===== config.mk =====
export PLATFORM = sky130hd
export DESIGN_NAME = hdmi_stream_to_rgb
export DESIGN_NICKNAME = d
export VERILOG_FILES = /design/src/rtl/video_timing_pkg.sv /design/src/rtl/video_timing_gen.sv /design/src/rtl/hdmi_stream_to_rgb.sv
export SDC_FILE = /design/constraint.sdc
export NUM_CORES = 1
export LEC_CHECK = 0
export CAP_MARGIN = 20
export CORE_MARGIN = 2
export CORE_UTILIZATION = 48
export CTS_CLUSTER_DIAMETER = 50
export DETAILED_ROUTE_END_ITERATION = 7
export GPL_TIMING_DRIVEN = 0
export PLACE_DENSITY = 0.79
export SKIP_CTS_REPAIR_TIMING = 1
export SYNTH_ARGS = -nofsm -noshare
export SYNTH_HDL_FRONTEND = slang
export SYNTH_HIERARCHICAL = 1
export SYNTH_SLANG_ARGS = --single-unit

===== constraint.sdc =====
create_clock -name I_pixel_clk -period 2.4 [get_ports I_pixel_clk]
set_input_delay 0.48 -clock I_pixel_clk [delete_from_list [all_inputs] [get_ports I_pixel_clk]]
set_output_delay 0.48 -clock I_pixel_clk [all_outputs]
set_load 0.01 [all_outputs]

===== src/rtl/video_timing_pkg.sv =====
// Shared raster-timing definitions: counter width, stream-lock states and
// the sync-window compare used by every block that rides on the h/v counters.
package video_timing_pkg;

   localparam int CNT_W = 12;
   typedef logic [CNT_W-1:0] cnt_t;

   localparam logic ST_SEEK = 1'b0;
   localparam logic ST_RUN  = 1'b1;

   // Half-open window [start, stop) on a raster counter.
   function automatic logic in_window(input cnt_t cnt, input cnt_t start, input cnt_t stop);
      return (cnt >= start) && (cnt < stop);
   endfunction

endpackage


===== src/rtl/video_timing_gen.sv =====
// Free-running h/v raster counters with the flags downstream blocks key off:
// active area, raster origin, last active pixel of a line and sync windows.
module video_timing_gen
   import video_timing_pkg::*;
#(
   parameter int H_ActiveSize = 1920,
   parameter int H_SyncStart  = 2008,
   parameter int H_SyncEnd    = 2052,
   parameter int H_FrameSize  = 2200,
   parameter int V_ActiveSize = 1080,
   parameter int V_SyncStart  = 1084,
   parameter int V_SyncEnd    = 1089,
   parameter int V_FrameSize  = 1125
) (
   input  logic I_pixel_clk,
   input  logic I_rst,
   output logic O_active,
   output logic O_origin,
   output logic O_eol,
   output logic O_hs_win,
   output logic O_vs_win
);

   cnt_t h_cnt;
   cnt_t v_cnt;

   // NOTE: sequential state is written with <= so every register samples the
   // pre-edge values; blocking assignments here would chain h_cnt into v_cnt.
   always_ff @(posedge I_pixel_clk) begin
      if (I_rst) begin
         h_cnt <= '0;
         v_cnt <= '0;
      end else if (h_cnt == cnt_t'(H_FrameSize - 1)) begin
         h_cnt <= '0;
         v_cnt <= (v_cnt == cnt_t'(V_FrameSize - 1)) ? '0 : v_cnt + 1'b1;
      end else begin
         h_cnt <= h_cnt + 1'b1;
      end
   end

   assign O_active = (h_cnt < cnt_t'(H_ActiveSize)) && (v_cnt < cnt_t'(V_ActiveSize));
   assign O_origin = (h_cnt == '0) && (v_cnt == '0);
   assign O_eol    = (h_cnt == cnt_t'(H_ActiveSize - 1));
   assign O_hs_win = in_window(h_cnt, cnt_t'(H_SyncStart), cnt_t'(H_SyncEnd));
   assign O_vs_win = in_window(v_cnt, cnt_t'(V_SyncStart), cnt_t'(V_SyncEnd));

endmodule


===== src/rtl/hdmi_stream_to_rgb.sv =====
// Stream-to-RGB sink: free-running raster timing plus a SEEK/RUN lock that
// holds the stream SOF until the raster origin and drops lock on any slip.
module hdmi_stream_to_rgb
   import video_timing_pkg::*;
#(
   parameter int          H_ActiveSize = 1920,
   parameter int          H_SyncStart  = 2008,
   parameter int          H_SyncEnd    = 2052,
   parameter int          H_FrameSize  = 2200,
   parameter int          V_ActiveSize = 1080,
   parameter int          V_SyncStart  = 1084,
   parameter int          V_SyncEnd    = 1089,
   parameter int          V_FrameSize  = 1125,
   parameter logic        SYNC_POL     = 1'b1,
   parameter logic [23:0] BLANK_COLOR  = 24'h000000
) (
   input  logic        I_pixel_clk,
   input  logic        I_rst,
   input  logic        I_video_in_user,
   input  logic        I_video_in_valid,
   input  logic        I_video_in_last,
   input  logic [23:0] I_video_in_data,
   output logic        O_video_in_ready,
   output logic        O_video_out_de,
   output logic        O_video_out_hs,
   output logic        O_video_out_vs,
   output logic [23:0] O_video_out_data,
   output logic        O_locked,
   output logic        O_underflow,
   output logic        O_sync_err
);

   logic        active, origin, eol, hs_win, vs_win;
   logic        state, state_nxt;
   logic [23:0] data_nxt;
   logic        uf_nxt, se_nxt;

   video_timing_gen #(
      .H_ActiveSize(H_ActiveSize), .H_SyncStart(H_SyncStart),
      .H_SyncEnd(H_SyncEnd),       .H_FrameSize(H_FrameSize),
      .V_ActiveSize(V_ActiveSize), .V_SyncStart(V_SyncStart),
      .V_SyncEnd(V_SyncEnd),       .V_FrameSize(V_FrameSize)
   ) u_timing (
      .I_pixel_clk(I_pixel_clk),
      .I_rst(I_rst),
      .O_active(active),
      .O_origin(origin),
      .O_eol(eol),
      .O_hs_win(hs_win),
      .O_vs_win(vs_win)
   );

   // While seeking, everything but an early SOF is drained; SOF waits for origin.
   always_comb begin
      O_video_in_ready = 1'b0;
      if (!I_rst) begin
         if (state == ST_SEEK)
            O_video_in_ready = ~(I_video_in_valid & I_video_in_user) | origin;
         else
            O_video_in_ready = active;
      end
   end

   // NOTE: every output of this block gets a default first, so no path leaves
   // a variable unassigned and no latch is inferred.
   always_comb begin
      state_nxt = state;
      data_nxt  = '0;
      uf_nxt    = 1'b0;
      se_nxt    = 1'b0;
      if (active) begin
         data_nxt = BLANK_COLOR;
         if (state == ST_SEEK) begin
            if (I_video_in_valid && O_video_in_ready && I_video_in_user && origin) begin
               data_nxt  = I_video_in_data;
               state_nxt = ST_RUN;
            end
         end else if (!I_video_in_valid) begin
            uf_nxt    = 1'b1;
            state_nxt = ST_SEEK;
         end else begin
            data_nxt = I_video_in_data;
            if ((I_video_in_user != origin) || (I_video_in_last != eol)) begin
               se_nxt    = 1'b1;
               state_nxt = ST_SEEK;
            end
         end
      end
   end

   always_ff @(posedge I_pixel_clk) begin
      if (I_rst) begin
         state            <= ST_SEEK;
         O_video_out_de   <= 1'b0;
         O_video_out_hs   <= ~SYNC_POL;
         O_video_out_vs   <= ~SYNC_POL;
         O_video_out_data <= '0;
         O_locked         <= 1'b0;
         O_underflow      <= 1'b0;
         O_sync_err       <= 1'b0;
      end else begin
         state            <= state_nxt;
         O_video_out_de   <= active;
         O_video_out_hs   <= hs_win ? SYNC_POL : ~SYNC_POL;
         O_video_out_vs   <= vs_win ? SYNC_POL : ~SYNC_POL;
         O_video_out_data <= data_nxt;
         O_locked         <= (state_nxt == ST_RUN);
         O_underflow      <= uf_nxt;
         O_sync_err       <= se_nxt;
      end
   end

endmodule


After elaboration in Yosys (flattened, before gate mapping)
Cells that the tools add are included.
- bits in registers: 54
- bits of input ports: 29
- output and inout port bits: 31
- word-level logic and storage cells: 56
- add/sub/neg operators: 2
- $lt $le $gt $ge: 6
- equal/unequal tests: 5
- mux-type cells: 14
- bitwise operators: 6
- reductions and logical operators: 14
- operators with widths (kind ; number):
    $mux 24 ; 3
    $lt 12x11->1 const B ; 3
    $add 12x1->12 const B ; 2
    $eq 12x11->1 const B ; 2
    $ge 12x11->1 const B ; 2
    $logic_not 12->1 ; 2
    $eq 12x12->1 const B ; 1
    $lt 12x12->1 const B ; 1
    $mux 12 ; 1
    $mux 1 ; 10
    $logic_and 1x1->1 ; 7
    $not 1->1 ; 4
    $reduce_or 2->1 ; 2
    $reduce_or 4->1 ; 1
    $reduce_or 3->1 ; 1
    $ne 1x1->1 ; 2
    $and 1x1->1 ; 1
    $logic_or 1x1->1 ; 1
    $or 1x1->1 ; 1

Logic depth before layout (Yosys ltp)
- word-level depth: 10
- gate-level depth with buffers: 9

Cells and area by module
Netlist, hierarchy kept.
- by module, submodules not included (module ; times used ; cells an instance ; area an instance (µm²) ; sequential area each (µm²)):
    video_timing_gen ; 1 ; 168 ; 1368.8 ; 480.5
    hdmi_stream_to_rgb ; 1 ; 74 ; 903.4 ; 600.6

Least setup slack after synthesis
OpenSTA, ideal clock, no wires.
- path type: flip-flop to output port
- from: register u_timing.v_cnt[4]
- to: output port O_video_in_ready
- arrival time: 1742 ps
- setup slack: 178 ps
- cell stages (with the launch flop): 8
- path buffers: 1
- cell sequence: dfxtp_1 > clkbuf_1 > nor4_1 > and4_1 > nand2_1 > nor3_1 > inv_1 > a211oi_1
- longest elaborated chain between the ends: 5
- ends and longest elaborated chain (element ; RTL line ; text):
    start: declaration ; video_timing_gen.sv:25 ; cnt_t v_cnt;
    start signal: assignment ; video_timing_gen.sv:35 ; v_cnt <= (v_cnt == cnt_t'(V_FrameSize - 1)) ? '0 : v_cnt + 1'b1;
    $logic_not 12->1 ; video_timing_gen.sv:42 ; assign O_origin = (h_cnt == '0) && (v_cnt == '0);
    $logic_and 1x1->1 ; video_timing_gen.sv:42 ;
    net origin ; hdmi_stream_to_rgb.sv:33 ; logic active, origin, eol, hs_win, vs_win;
    $or 1x1->1 ; hdmi_stream_to_rgb.sv:58 ; O_video_in_ready = ~(I_video_in_valid & I_video_in_user) | origin;
    $mux 1 ; hdmi_stream_to_rgb.sv:57 ; if (state == ST_SEEK)
    $mux 1 ; hdmi_stream_to_rgb.sv:56 ; if (!I_rst) begin
    end: declaration ; hdmi_stream_to_rgb.sv:23 ; output logic O_video_in_ready,
The timed path passes the listed nets, and every way through them passes these cells.

Worst setup path after layout
- from: register u_timing.h_cnt[11]
- to: output port O_video_in_ready
- longest elaborated chain between the ends: 5
- ends and longest elaborated chain (element ; RTL line ; text):
    start: declaration ; video_timing_gen.sv:24 ; cnt_t h_cnt;
    start signal: assignment ; video_timing_gen.sv:37 ; h_cnt <= h_cnt + 1'b1;
    $logic_not 12->1 ; video_timing_gen.sv:42 ;
    $logic_and 1x1->1 ; video_timing_gen.sv:42 ;
    net origin ; hdmi_stream_to_rgb.sv:33 ;
    $or 1x1->1 ; hdmi_stream_to_rgb.sv:58 ;
    $mux 1 ; hdmi_stream_to_rgb.sv:57 ;
    $mux 1 ; hdmi_stream_to_rgb.sv:56 ;
The timed path passes the listed nets, and every way through them passes these cells.

==> results <==
- The via count of the first global-routing pass is 1,666.
- The number of flip-flops under the largest register name is 24.
- The number of DRC violations after detailed routing is 0.
- The share of flip-flops with an asynchronous set or reset is 0%.
- Traced cell by cell, the critical path runs through clkbuf_1 > nor2_2 > and4_1 > nand2_2 > nor3_4 > inv_1 > a211oi_2 > buf_2.
- The final worst hold slack is 0.476 ns.
- The routed wire length per instance is 13.3 µm.
- The overall die height is 72.8 µm.
- The number of antenna violations at the first check in global routing came to 0.
- Across the routed clock network, the largest skew measured is 0.00957 ns.
- The largest single stage delay on the critical path is 0.31 ns.
- The count of antenna diodes in the layout is 0.
- The number of routed nets with antenna violations is 0.
- The maximum clock frequency is 420 MHz.
- The total count of hold-check failures in the final report is 0.
- The area of the die is 5300 µm².
- The fraction of the core area covered by cells at the end of the flow is 67.4%.
- Data on the critical path is required at its endpoint by 1.92 ns.
- The number of buffers created by CTS is 5.
- Setup violations remaining at the end of the flow were counted as 0.
- Detailed routing inserted a total of 1,907 vias.
- After synthesis the cells add up to 2270 µm².
- The routed wire length is 4.84 mm.
- In this run the standard cell core region covers 4630 µm².
- The hold path endpoint is u_timing/h_cnt[0].
- Yosys attributes the largest share of cell area to sky130_fd_sc_hd__dfxtp_1 48%, sky130_fd_sc_hd__and2_1 6.6%, sky130_fd_sc_hd__xnor2_1 5.0%.
- By count the netlist is led by 54 x sky130_fd_sc_hd__dfxtp_1, 28 x sky130_fd_sc_hd__nor2_1, 24 x sky130_fd_sc_hd__and2_1, 13 x sky130_fd_sc_hd__xnor2_1, 12 x sky130_fd_sc_hd__nand2_1.
- The number of instances on the worst hold path is 1.
- The number of different library cells in the post-synthesis netlist is 40.
- Among all cell types in the netlist, the one instantiated most often is sky130_fd_sc_hd__dfxtp_1.
- The max-slew violation total from the final report is 0.
- The maximum ir drop on the vdd rail is 222 µV.
- The classification of the worst setup path is reg2out.
- The ratio of routed vias to standard cells is 5.25.
- Global routing consumed, over all layers together, 17.8% of the routing resources.
- The fraction of the cycle the final worst path needs is 99.1%.
- Counting every instance in the synthesized netlist gives 242.
- The worst-path cell with the longest stage delay is sky130_fd_sc_hd__dfxtp_1.
- The number of synthesized flops with an enable pin is 0.
- Power spread over the standard cell area amounts to 539 nW/µm².
- Summing all placed instances gives a cell area of 2930 µm².
- In this run, the number of DRC markers left after iteration 0 of detailed routing was 59.
- Counting along the longest clock path gives a buffer depth of 2.
- The register ranked first by flip-flop count is O_video_out_data.
- The first global-routing pass estimated 7.47 mm of wire.
- TritonCTS built the clock tree.
- The maximum fanout encountered on the critical timing path is 7.
- The count of max-cap constraint violations is 0.
- For the worst flop-to-flop path, the logic depth is 10.
- Synthesis inferred 54 register bits.
- The net count of the finished layout is 342.
- Of all cell types, the one taking the most synthesized area is sky130_fd_sc_hd__dfxtp_1.
- The worst setup margin is 0.0211 ns.
- Setup repair after global routing could not meet its margin everywhere.
- In the synthesized netlist the dominant register cell turns out to be sky130_fd_sc_hd__dfxtp_1.
- The number of detailed-route iterations in the first pass is 4.
- The worst slew margin relative to its limit is 58.6%.
- The I/O pin total is 60.
- The count of port buffers added during placement is 59.
- The measured slew at the worst slew-check pin is 0.617 ns.
- The synthesized netlist net count is 276.
- The arrival time of data at the critical path endpoint is 1.90 ns.
- The beginning of the worst hold path is u_timing/h_cnt[0].
- The clock-pin transition on the worst setup and hold timing paths is 0.10 ns.
- The top cell type's share of synthesized area is 47.6%.
- From left edge to right edge, the die measures 72.8 µm.
- Row generation in the floorplan step produced 25 rows.
- The pre-CTS worst setup slack is -0.519 ns.
- The register-to-register setup slack is 0.31 ns.
- The effective utilization at floorplan is 49.1%.
- Registers take 1090 µm².
- Routability-driven placement finished with a final weighted congestion of 0.861.
- The share of post-route cells with drive strength above 1 is 12.0%.
- STA classifies the critical path startpoint as a flop.
- The type of the tightest min-delay check is reg2reg.
- In the final layout, the registers with the most flip-flops are O_video_out_data x24, u_timing/h_cnt x12, u_timing/v_cnt x12.
- The clock latency on the worst-skew pair is 0.31 ns.
- STA classifies the critical path endpoint as an output port.
- The worst register-to-register path ends at O_video_out_data[12].
- The post-synthesis average cell area is 9.39 µm².
- The reg-to-reg startpoint is u_timing/h_cnt[11].
- The layout filler cell count is 353.
- Relative to the synthesized area, the layout overhead comes to 37.3%.
- In the final timing run, aggregate negative setup slack is 0 ns.
- The count of warnings emitted by yosys is 6.
- The number of H-tree levels is 2.
- The tree built by TritonCTS fans out to 54 sinks.
- The total overflow reported by the global router is 0.
- Subtracting the final worst setup slack from the clock period gives 2.38 ns.
- The area of the multi-input gates is 1150 µm².
- Summed over all nets, the half-perimeter wirelength after detailed placement is 3.42 mm.
- The pin count of the biggest net entering global routing is 18.
- Summing the sequential cell areas from Yosys gives 47.6% of the chip area.
- Once layout is done, the placed cells without fillers occupy 3120 µm².
- The flow ran to the end, and the final reports show no timing, DRC or antenna violations.
- Clock tree synthesis selected as its root buffer the cell sky130_fd_sc_hd__clkbuf_8.
- The analysis attributes to cell leakage a power of 1.14 nW.
## worst max-delay path by stage
stage / startpoint / to / cells past startpoint
after floorplan: u_timing/v_cnt[4] / O_video_in_ready / 7
after detailed placement: u_timing/v_cnt[4] / O_video_in_ready / 8
after global routing: u_timing/h_cnt[11] / O_video_in_ready / 8
after global placement: u_timing/v_cnt[4] / O_video_in_ready / 8
after CTS: u_timing/v_cnt[4] / O_video_in_ready / 8
final: u_timing/h_cnt[11] / O_video_in_ready / 8
## stage by stage
| step | power (W) | instances |
|---|---|---|
| 6_report | 0.00168 | 363 |
| 5_1_grt | 0.00175 | 363 |
| 4_1_cts | 0.00170 | 363 |
| 3_5_place_dp | 0.00109 | 355 |
| 3_3_place_gp | 0.00108 | 355 |
| 2_1_floorplan | 0.000998 | 242 |
## logic make-up (layout without fill, tap and decap cells)
logic type / Yosys count / after routing / synth area share (%)
flip-flops: 54 / 54 / 47.6
buffers and inverters: 22 / 89 / 4.57
XOR/XNOR: 15 / 15 / 5.78
multiplexers: 5 / 5 / 2.20
adder cells (fa/ha/maj): 5 / 5 / 2.75
AO/OA/AOI/OAI: 21 / 21 / 5.67
AND/OR/NAND/NOR: 120 / 120 / 31.4
## metal layers
metal  vias to the layer above  GRT usage [%]  part of all wire, %
met2                        76           28.4                   46
met1                       866           23.5                   47
met5                         -              0                    0
met4                         0           5.35                  1.1
li1                        959              -                    -
met3                         6           5.25                  6.4
## placed cells by master, fill, tap and decap left out, drive strengths merged, types with 8 or more instances in the layout
cell,count
nand2,12
nor3,9
inv,11
buf,9
clkbuf,9
a21oi,8
xnor2,13
nand4,12
nor2,28
dfxtp,54
and2,24
nand3,8
clkdlybuf4s50,58
## critical path, delay by kind of cell, from the launching register on
kind	cells	cell delay (ns)
flops	1	0.31
simple gates	4	0.67
compound gates	1	0.18
buf+inv	3	0.45
## area by class of cell
type,instances,area share (%)
repair buffers,62,19.5
flip-flops and latches,54,34.8
clock inverters,3,1.40
plain buffers,9,1.76
clock buffers,5,2.21
well taps,54,2.17
inverters,10,1.20
multi-input cells,166,36.9
## power by group
group          leakage (nW)  switching (W)  internal, W
sequential            0.439     0.00000687     0.000912
clock                0.0585       0.000295     0.000313
combinational         0.647      0.0000609    0.0000944
Note: power is estimated with default switching activity, not from simulation.
